### src/rtl/dtw_pkg.sv
// Shared definitions for the DTW reference reader: FSM encodings,
// default read latency and the output buffer sizing rule.
package dtw_pkg;

  localparam logic [1:0] ST_IDLE   = 2'd0;
  localparam logic [1:0] ST_STREAM = 2'd1;
  localparam logic [1:0] ST_DRAIN  = 2'd2;

  localparam int DEF_RD_LAT = 2;

  // Enough room for every read in flight plus one beat waiting at the head.
  function automatic int fifo_depth(input int rd_lat);
    return rd_lat + 2;
  endfunction

endpackage

### src/rtl/dtw_ref_reader_fifo.sv
// Show-ahead synchronous FIFO holding {last, data} beats; flush empties it
// in one cycle without touching the storage.
module dtw_ref_reader_fifo #(
  parameter int WIDTH = 17,
  parameter int DEPTH = 4,
  parameter int CW    = $clog2(DEPTH + 1)
) (
  input  logic             clk_in,
  input  logic             rst_in,
  input  logic             flush,
  input  logic             push,
  input  logic [WIDTH-1:0] wdata,
  input  logic             pop,
  output logic [WIDTH-1:0] rdata,
  output logic             valid,
  output logic [CW-1:0]    count
);

  localparam int AW = (DEPTH > 1) ? $clog2(DEPTH) : 1;

  logic [WIDTH-1:0] mem [DEPTH];
  logic [AW-1:0]    wr_ptr, rd_ptr;
  logic             do_pop;

  function automatic logic [AW-1:0] ptr_inc(input logic [AW-1:0] p);
    return (p == AW'(DEPTH - 1)) ? '0 : p + AW'(1);
  endfunction

  assign valid  = (count != '0);
  assign do_pop = pop && valid;
  assign rdata  = mem[rd_ptr];

  always_ff @(posedge clk_in) begin
    if (rst_in) begin
      wr_ptr <= '0;
      rd_ptr <= '0;
      count  <= '0;
      for (int i = 0; i < DEPTH; i++) mem[i] <= '0;
    end else if (flush) begin
      wr_ptr <= '0;
      rd_ptr <= '0;
      count  <= '0;
    end else begin
      if (push) begin
        mem[wr_ptr] <= wdata;
        wr_ptr      <= ptr_inc(wr_ptr);
      end
      if (do_pop) rd_ptr <= ptr_inc(rd_ptr);
      count <= count + CW'(push) - CW'(do_pop);
    end
  end

endmodule

### src/rtl/dtw_ref_reader.sv
// Streams reference samples 0..len-1 out of the reference memory core into a
// valid/ready sample stream, keeping reads in flight bounded by buffer space.
module dtw_ref_reader
  import dtw_pkg::*;
#(
  parameter int DATA_WIDTH       = 16,
  parameter int ADDR_WIDTH       = 32,
  parameter int REFMEM_PTR_WIDTH = 20,
  parameter int RD_LAT           = DEF_RD_LAT
) (
  input  logic                        clk_in,
  input  logic                        rst_in,
  input  logic                        start_in,
  input  logic                        abort_in,
  input  logic [ADDR_WIDTH-1:0]       ref_len_in,
  input  logic                        ref_load_done_in,
  output logic [REFMEM_PTR_WIDTH-1:0] ref_addr_out,
  input  logic [DATA_WIDTH-1:0]       ref_data_in,
  output logic [DATA_WIDTH-1:0]       m_data_out,
  output logic                        m_valid_out,
  output logic                        m_last_out,
  input  logic                        m_ready_in,
  output logic                        busy_out,
  output logic                        done_out,
  output logic [1:0]                  dbg_state
);

  localparam int PW    = REFMEM_PTR_WIDTH;
  localparam int DEPTH = fifo_depth(RD_LAT);
  localparam int CW    = $clog2(DEPTH + 1);
  localparam logic [ADDR_WIDTH-1:0] MAX_LEN = ADDR_WIDTH'({PW{1'b1}});

  logic [1:0]          state;
  logic [PW-1:0]       issue_cnt, last_idx, len_clamp;
  logic [RD_LAT:0]     vld_pipe, lst_pipe;
  logic [CW-1:0]       fifo_cnt;
  logic [CW:0]         in_flight, occupancy;
  logic [DATA_WIDTH:0] head;
  logic                fifo_valid, pop, flush, issue, last_issue, start_ok, done_q;

  assign len_clamp  = (ref_len_in > MAX_LEN) ? '1 : ref_len_in[PW-1:0];
  assign flush      = (state != ST_IDLE) && (abort_in || !ref_load_done_in);
  assign pop        = fifo_valid && m_ready_in;
  assign start_ok   = (state == ST_IDLE) && start_in && ref_load_done_in && !abort_in;

  always_comb begin
    in_flight = '0;
    for (int i = 0; i <= RD_LAT; i++) in_flight = in_flight + {{CW{1'b0}}, vld_pipe[i]};
  end

  // The beat leaving this cycle frees its slot, which keeps 1 beat/cycle
  // while still bounding reads in flight plus buffered beats to DEPTH.
  assign occupancy  = {1'b0, fifo_cnt} + in_flight - {{CW{1'b0}}, pop};
  assign issue      = (state == ST_STREAM) && !flush && (occupancy < (CW+1)'(DEPTH));
  assign last_issue = issue && (issue_cnt == last_idx);

  always_ff @(posedge clk_in) begin
    if (rst_in) begin
      state        <= ST_IDLE;
      issue_cnt    <= '0;
      last_idx     <= '0;
      ref_addr_out <= '0;
      vld_pipe     <= '0;
      lst_pipe     <= '0;
      done_q       <= 1'b0;
    end else begin
      done_q <= 1'b0;
      // vld_pipe[0] marks the cycle the address is on the bus; the top
      // stage marks the cycle its data is on ref_data_in.
      if (flush) begin
        vld_pipe <= '0;
        lst_pipe <= '0;
      end else begin
        vld_pipe <= {vld_pipe[RD_LAT-1:0], issue};
        lst_pipe <= {lst_pipe[RD_LAT-1:0], last_issue};
      end
      if (issue) begin
        ref_addr_out <= issue_cnt;
        issue_cnt    <= issue_cnt + PW'(1);
      end
      case (state)
        ST_IDLE: begin
          if (start_ok) begin
            if (ref_len_in == '0) begin
              done_q <= 1'b1;
            end else begin
              state     <= ST_STREAM;
              issue_cnt <= '0;
              last_idx  <= len_clamp - PW'(1);
            end
          end
        end
        ST_STREAM: begin
          if (flush)           state <= ST_IDLE;
          else if (last_issue) state <= ST_DRAIN;
        end
        ST_DRAIN: begin
          if (flush) begin
            state <= ST_IDLE;
          end else if (pop && head[DATA_WIDTH]) begin
            state  <= ST_IDLE;
            done_q <= 1'b1;
          end
        end
        default: state <= ST_IDLE;
      endcase
    end
  end

  dtw_ref_reader_fifo #(
    .WIDTH (DATA_WIDTH + 1),
    .DEPTH (DEPTH),
    .CW    (CW)
  ) u_fifo (
    .clk_in (clk_in),
    .rst_in (rst_in),
    .flush  (flush),
    .push   (vld_pipe[RD_LAT]),
    .wdata  ({lst_pipe[RD_LAT], ref_data_in}),
    .pop    (pop),
    .rdata  (head),
    .valid  (fifo_valid),
    .count  (fifo_cnt)
  );

  assign m_data_out  = head[DATA_WIDTH-1:0];
  assign m_last_out  = head[DATA_WIDTH] & fifo_valid;
  assign m_valid_out = fifo_valid;
  assign busy_out    = (state != ST_IDLE);
  assign done_out    = done_q;
  assign dbg_state   = state;

endmodule

### config.mk
export PLATFORM = sky130hd
export DESIGN_NAME = dtw_ref_reader
export DESIGN_NICKNAME = d
export VERILOG_FILES = /design/src/rtl/dtw_pkg.sv /design/src/rtl/dtw_ref_reader_fifo.sv /design/src/rtl/dtw_ref_reader.sv
export SDC_FILE = /design/constraint.sdc
export NUM_CORES = 1
export LEC_CHECK = 0
export ABC_AREA = 1
export CELL_PAD_IN_SITES_DETAIL_PLACEMENT = 1
export CELL_PAD_IN_SITES_GLOBAL_PLACEMENT = 1
export CORE_MARGIN = 8
export CORE_UTILIZATION = 41
export DETAILED_ROUTE_END_ITERATION = 7
export PLACE_DENSITY_LB_ADDON = 0.25
export SKIP_LAST_GASP = 1
export SYNTH_ARGS = -nofsm -noshare
export SYNTH_HDL_FRONTEND = slang
export SYNTH_SLANG_ARGS = --single-unit
### constraint.sdc
create_clock -name clk_in -period 3.4 [get_ports clk_in]
set_input_delay 0.68 -clock clk_in [delete_from_list [all_inputs] [get_ports clk_in]]
set_output_delay 0.68 -clock clk_in [all_outputs]
set_load 0.02 [all_outputs]
==> key figures <==
Setup path
  • Worst path max stage delay: 0.67 ns
  • Worst EP arrival: 2.55 ns
  • Startpoint Class: flip-flop
  • Critical path class: reg2out
  • Slowest library cell on the worst path: clkdlybuf4s50_1
  • Worst Path Max Fanout: 18
  • Crit path cell chain: buf_4, inv_1, nand3_1, nand2_1, a31oi_1, clkdlybuf4s50_1
  • Start of the worst register-to-register path: u_fifo.count[1]
  • Worst endpoint required time: 2.72 ns
  • Worst setup EP type: output pin

Placed design
  • Gpl congestion: 0.8185
  • DP HPWL: between 15000 and 20000 um
  • Worst slack at placement: -0.07254 ns
  • IO buf count: between 90 and 100

Power
  • Internal: 3484 uW
  • Switching Share: between 20% and 30%
  • Clock power share: 38.4%
  • Leakage: 0.003647 uW
  • Comb pwr share: 22.5%
  • Sequential Power Share: 39.1%
  • Sw Pwr: about 1500 uW
  • VDD IR max: 0.4046 mV
  • Pwr dens: 545.5 nW/um^2

Hold path
  • Hold Crit Class: reg2reg
  • HP Start: lst_pipe[1]

Clock network
  • CTS tree: yes
  • Hold buffer count at CTS: 0
  • Worst-skew pair later-pin latency: 0.43 ns
  • Worst-path clk slew: 0.07 ns
  • # Post-CTS Setup Buffers: 0
  • TritonCTS Sinks: 146
  • H-tree depth: 4
  • CTS Buf Count: 17
  • Root Driver: clkbuf_16
  • Max clock buf depth: 2
  • CTS resizes: 0

Floorplanning
  • Starting Density: 41.83%
  • Die footprint: 22150 um^2
  • Die Span X: 148.8 um
  • Core region area: 17300 um^2
  • Die H: 148.8 um
  • I/O pin count: 96
  • Core Rows: 48

Run
  • Max cap viols: 0

Logic synthesis
  • Post-synth EDFFs: 68
  • Count leader, synth: nor2_1
  • Post-synth net total: 975
  • Top cells by area, synth: edfxtp_1, dfxtp_1, nor2_1
  • Post-synthesis sequential area ratio: 49.81%
  • Yosys top cell by area: edfxtp_1
  • Syn_area_per_cell: 7.967 um^2
  • Mapped Area: between 7000 and 8000 um^2
  • Post-synth cell types: 40
  • Post-synth top cells: nor2_1, nand2_1, inv_1
  • Top_reg_cell synth: dfxtp_1
  • Yosys reg bits: 146
  • Post-Syn Instances: 908
  • Async SR Flop Fraction: 0%
  • Ys Warns: 0
  • Area share of the largest cell type after synthesis: between 20% and 30%

Timing
  • Max Fclk: between 300 and 400 MHz
  • Final Slew Violations: 0
  • Final Setup Violations: 0
  • Max_slew headroom: between 60 and 70%
  • Crit path time final: 3.231 ns
  • Tcrit/Tclk final: between 90% and 100%
  • Worst Tran Pin Value: 0.5813 ns
  • Final WS setup: around 0.17 ns
  • RSZ-0062 raised after global routing: false
  • Hold Vio Cnt, Final: 0
  • Worst hold margin: roughly 0.41 ns
  • Worst clock skew: 0.008157 ns

GRT
  • Vias in the first global route: 6903
  • Initial antenna violation count: 0
  • First-pass GRT wire length: 35060 um
  • GRT Total Usage: between 10% and 20%
  • Overflow left after global routing: 0
  • Largest net degree at the start of global routing: 38

Route
  • DR vias/cell: between 5 and 6
  • WL/cell: 17.08 um
  • WL final: 21370 um
  • DRT antenna net count: 0
  • Via count: 6442
  • Pre-antenna DRT Iters: 4
  • Iteration-0 DRC Markers: around 250
  • DRC viols: 0

Run status
  • Status: finished clean

Finish
  • Fill cell count: roughly 2100
  • Final Core Density: 52.73%
  • Share of post-route cells with drive strength above 1: 8.772%
  • Ant diodes: 0
  • Syn-to-layout area delta: 26.06%
  • Nets: 1080
## area by class of cell
| cell class | count | area, um^2 | area share (%) |
|---|---|---|---|
| clock buffer | 17 | 425.4 | 4.665 |
| clock inverter | 15 | 171.4 | 1.880 |
| inverter | 114 | 427.9 | 4.692 |
| multi-input combinational | 609 | 3022 | 33.13 |
| sequential | 146 | 3603 | 39.51 |
| tap | 225 | 281.5 | 3.087 |
| timing repair buffer | 125 | 1189 | 13.03 |
## sequential cells by signal (all words and copies together), names as in the netlist, 3 cells and up, named ones only
| name | flops |
|---|---|
| last_idx | 20 |
| u_fifo.count | 3 |
| lst_pipe | 3 |
| vld_pipe | 3 |
| u_fifo.mem | 68 |
| issue_cnt | 20 |
| ref_addr_out | 20 |
## power groups by stage
stage               Combinational, uW  Clock (uW)  Sequential [uW]
finish                           1120        1910             1950
global route                     1220        2020             1950
CTS                              1130        1940             1950
detailed placement               1130           0             1980
global placement                 1090           0             1980
floorplan                         640           0             1980
## cell families (layout without fill, tap and decap cells)
kind of cell,after synthesis,count (layout),synth area share (%)
simple gates,435,435,25.94
buf+inv,153,271,8.423
flops,146,146,49.81
compound gates,133,133,9.979
xor+xnor,28,28,3.390
fa+ha+maj,13,13,2.456
## critical path, delay by kind of cell (launching register included)
kind | cells | cell delay (ns)
buffers and inverters | 3 | 1.23
AO/OA/AOI/OAI | 1 | 0.25
AND/OR/NAND/NOR | 2 | 0.31
flip-flops | 1 | 0.32
## routing by layer
metal	up-vias	wire length [um]	global-route usage, %
li1	3170	-	-
met1	3146	8877	22.04
met2	109	11530	37.70
met3	17	763	4.308
met4	0	201	4.543
met5	-	0	0
## per-stage QoR
stage / area [um^2] / total power (uW) / instances / setup TNS [ns]
2_1_floorplan: 7234 / 2620 / 908 / 0
3_3_place_gp: 8523 / 3066 / 1219 / 0
3_5_place_dp: 8523 / 3108 / 1219 / -1.146
4_1_cts: 9120 / 5024 / 1251 / 0
5_1_grt: 9120 / 5191 / 1251 / 0
6_report: 9120 / 4975 / 1251 / 0
## worst paths after layout
check             slack, ns  depth (start not counted)                to
setup / recovery       0.17                          6        m_last_out
hold / removal         0.41                          2       lst_pipe[2]
setup reg to reg       0.38                         17  ref_addr_out[15]
hold reg to reg        0.41                          2       lst_pipe[2]
## cell usage in the layout (no fill, tap or decap), types with 2 or more instances in the layout
cell and count:
nand4_1 18, edfxtp_1 68, dfxtp_1 78, o21ai_0 58, inv_6 6, a31oi_1 2, xnor2_1 11, clkinv_1 3
clkinv_4 2, nor3_1 30, inv_8 2, ha_1 11, or2_2 4, nor2_2 7, fa_1 2, nor3_2 2
clkdlybuf4s50_1 95, clkinvlp_4 2, xor2_1 17, o211ai_1 2, o22ai_1 18, inv_1 108, nand2_2 3, clkbuf_16 17
nor2_1 172, a21oi_1 43, inv_2 4, nand2_1 145, bufinv_16 2, o21ai_1 5, nand3_1 45, buf_4 29
nor2_4 5
(Power assumes the default switching activity.)
==> edit, RTL diff (same flow settings) <==
Set the parameter `DATA_WIDTH` to 32 (it was 16).
--- a/src/rtl/dtw_ref_reader.sv
+++ b/src/rtl/dtw_ref_reader.sv
@@ -3,7 +3,7 @@
 module dtw_ref_reader
   import dtw_pkg::*;
 #(
-  parameter int DATA_WIDTH       = 16,
+  parameter int DATA_WIDTH       = 32,
   parameter int ADDR_WIDTH       = 32,
   parameter int REFMEM_PTR_WIDTH = 20,
   parameter int RD_LAT           = DEF_RD_LAT
Interface: changed (resized m_data_out and ref_data_in); port bits go from 96 to 128. No check against the original RTL was run, so the function may have changed too.
==> edit against the unedited design <==
- sequential power is 46% higher
- synthesized cell count is 28% higher
- worst hold slack better by 7.4 ps
- area after synthesis is 39% higher
- core utilization is 0.86 points lower
- critical path depth is 1 lower
- routed wire length is 35% higher
- power is 41% higher
- design area is 38% higher
- setup slack worse by 24 ps
- register-to-register slack worse by 130 ps
- sequential cell count is 64 higher
- first-iteration DRC count is 67% higher
==> edit: results (changes against the unedited design) <==
\begin{tabular}{lr}
\hline
Metric & Value \\
\hline
\multicolumn{2}{l}{\textbf{Layout}} \\
Number of flip-flops in the largest register & 132 (was 68) \\
Count of filler cells inserted in the layout & 2842 (was 2096) \\
Net total in the final layout & 1379 (was 1080) \\
Proportion of layout cells with a drive suffix above 1 & 0.0876 (was 0.0877) \\
Core occupancy in the finished layout & 0.519 (was 0.527) \\
\multicolumn{2}{l}{\textbf{Place}} \\
Placed Area & 11800 sq um (was 8520 sq um) \\
Count of buffers from port buffering & 127 (was 95) \\
Placer Congestion & 0.828 (was 0.819) \\
Final HPWL from detailed placement & 20100 microns (was 15100 microns) \\
\multicolumn{2}{l}{\textbf{Pwr}} \\
Reported combinational group power & 0.00176 W (was 0.00112 W) \\
Worst vdd rail ir drop & 0.000242 V (was 0.000405 V) \\
\multicolumn{2}{l}{\textbf{Synth}} \\
Synth cell types & 45 (was 40) \\
Net count of the mapped netlist & 1242 (was 975) \\
Proportion of netlist area held by the largest area contributor & 0.393 (was 0.282) \\
Commonest cells post-synth & sky130\_fd\_sc\_hd\_\_nor2\_1 (289), sky130\_fd\_sc\_hd\_\_inv\_1 (134), sky130\_fd\_sc\_hd\_\_edfxtp\_1 (132) (was sky130\_fd\_sc\_hd\_\_nor2\_1 (172), sky130\_fd\_sc\_hd\_\_nand2\_1 (145), sky130\_fd\_sc\_hd\_\_inv\_1 (108)) \\
Cell types occupying the most area after synthesis & sky130\_fd\_sc\_hd\_\_edfxtp\_1 (39\%), sky130\_fd\_sc\_hd\_\_dfxtp\_1 (15\%), sky130\_fd\_sc\_hd\_\_nor2\_1 (11\%) (was sky130\_fd\_sc\_hd\_\_edfxtp\_1 (28\%), sky130\_fd\_sc\_hd\_\_dfxtp\_1 (22\%), sky130\_fd\_sc\_hd\_\_nor2\_1 (8.9\%)) \\
Fraction of the yosys area taken by sequential cells & 0.548 (was 0.498) \\
EDFF count, synth & 132 (was 68) \\
\multicolumn{2}{l}{\textbf{Outcome}} \\
Result of the run & finished, final reports clean (unchanged) \\
\multicolumn{2}{l}{\textbf{GRT}} \\
Overall fraction of global-route tracks in use & 0.193 (was 0.198) \\
Wire length of the first global-routing pass & 47800 microns (was 35100 microns) \\
\multicolumn{2}{l}{\textbf{Routing}} \\
Sum of routed wire segments on met1 & 11400 microns (was 8880 microns) \\
Post-detailed-route wirelength per cell & 17.7 microns (was 17.1 microns) \\
Iter 0 DRT Violations & 422 (was 253) \\
Met2 wirelength from detailed routing & 15900 microns (was 11500 microns) \\
\multicolumn{2}{l}{\textbf{Clock tree}} \\
Later-pin clock latency in the skew report & 520 ps (was 430 ps) \\
Total clock buffers created by CTS & 23 (was 17) \\
H-Tree Depth & 1 (was 4) \\
\multicolumn{2}{l}{\textbf{Timing}} \\
Post-route clock skew & 24.4 ps (was 8.16 ps) \\
\hline
\end{tabular}
## edit: layout make-up
class / instances / area share
Tap cell: 324 / 0.0322
Multi-Input combinational cell: 757 / 0.299
Timing Repair Buffer: 165 / 0.131
Clock inverter: 10 / 0.00637
Clock buffer: 32 / 0.0508
Inverter: 139 / 0.0415
Sequential cell: 210 / 0.439
## edit: critical path, cell delays in order (launching register included)
cell and delay [ps]:
sky130_fd_sc_hd__dfxtp_2 330, sky130_fd_sc_hd__buf_4 350, sky130_fd_sc_hd__buf_6 310, sky130_fd_sc_hd__o21ai_0 150
sky130_fd_sc_hd__o22ai_1 260, sky130_fd_sc_hd__clkdlybuf4s50_1 660
## edit: kinds of logic (layout without fill, tap and decap cells)
family,count (synthesis),after routing,synth area share
AOI/OAI and AO/OA,195,195,0.105
DFF,210,210,0.548
xor gates and xnor gates,22,22,0.0191
buffers and inverters,192,346,0.0806
adders and majority gates,13,13,0.0176
and+or+nand+nor,527,527,0.229
## edit: per-stage QoR
step | instances | TNS [ps] | power, W | setup WS, ps
floorplan | 1159 | 0 | 0.00388 | 408
global placement | 1594 | -2460 | 0.00462 | -182
detailed placement | 1594 | -5800 | 0.00468 | -250
CTS | 1636 | 0 | 0.00709 | 24.9
global route | 1637 | -27.1 | 0.00734 | -18.9
finish | 1637 | 0 | 0.00702 | 144
## edit: per-layer routing
layer / global-route usage / vias to the layer above
met5: 0 / -
met4: 0.0481 / 0
met3: 0.0272 / 32
met2: 0.383 / 148
met1: 0.208 / 4091
li1: - / 4109
## edit: worst paths after layout
check / from / to / slack [ps] / cells past startpoint
min reg2reg: lst_pipe[0] / lst_pipe[1] / 420 / 2
max reg2reg: u_fifo.count[1] / dbg_state[0] / 250 / 19
min: lst_pipe[0] / lst_pipe[1] / 420 / 2
max: flip-flop / m_data_out[2] / 140 / 5
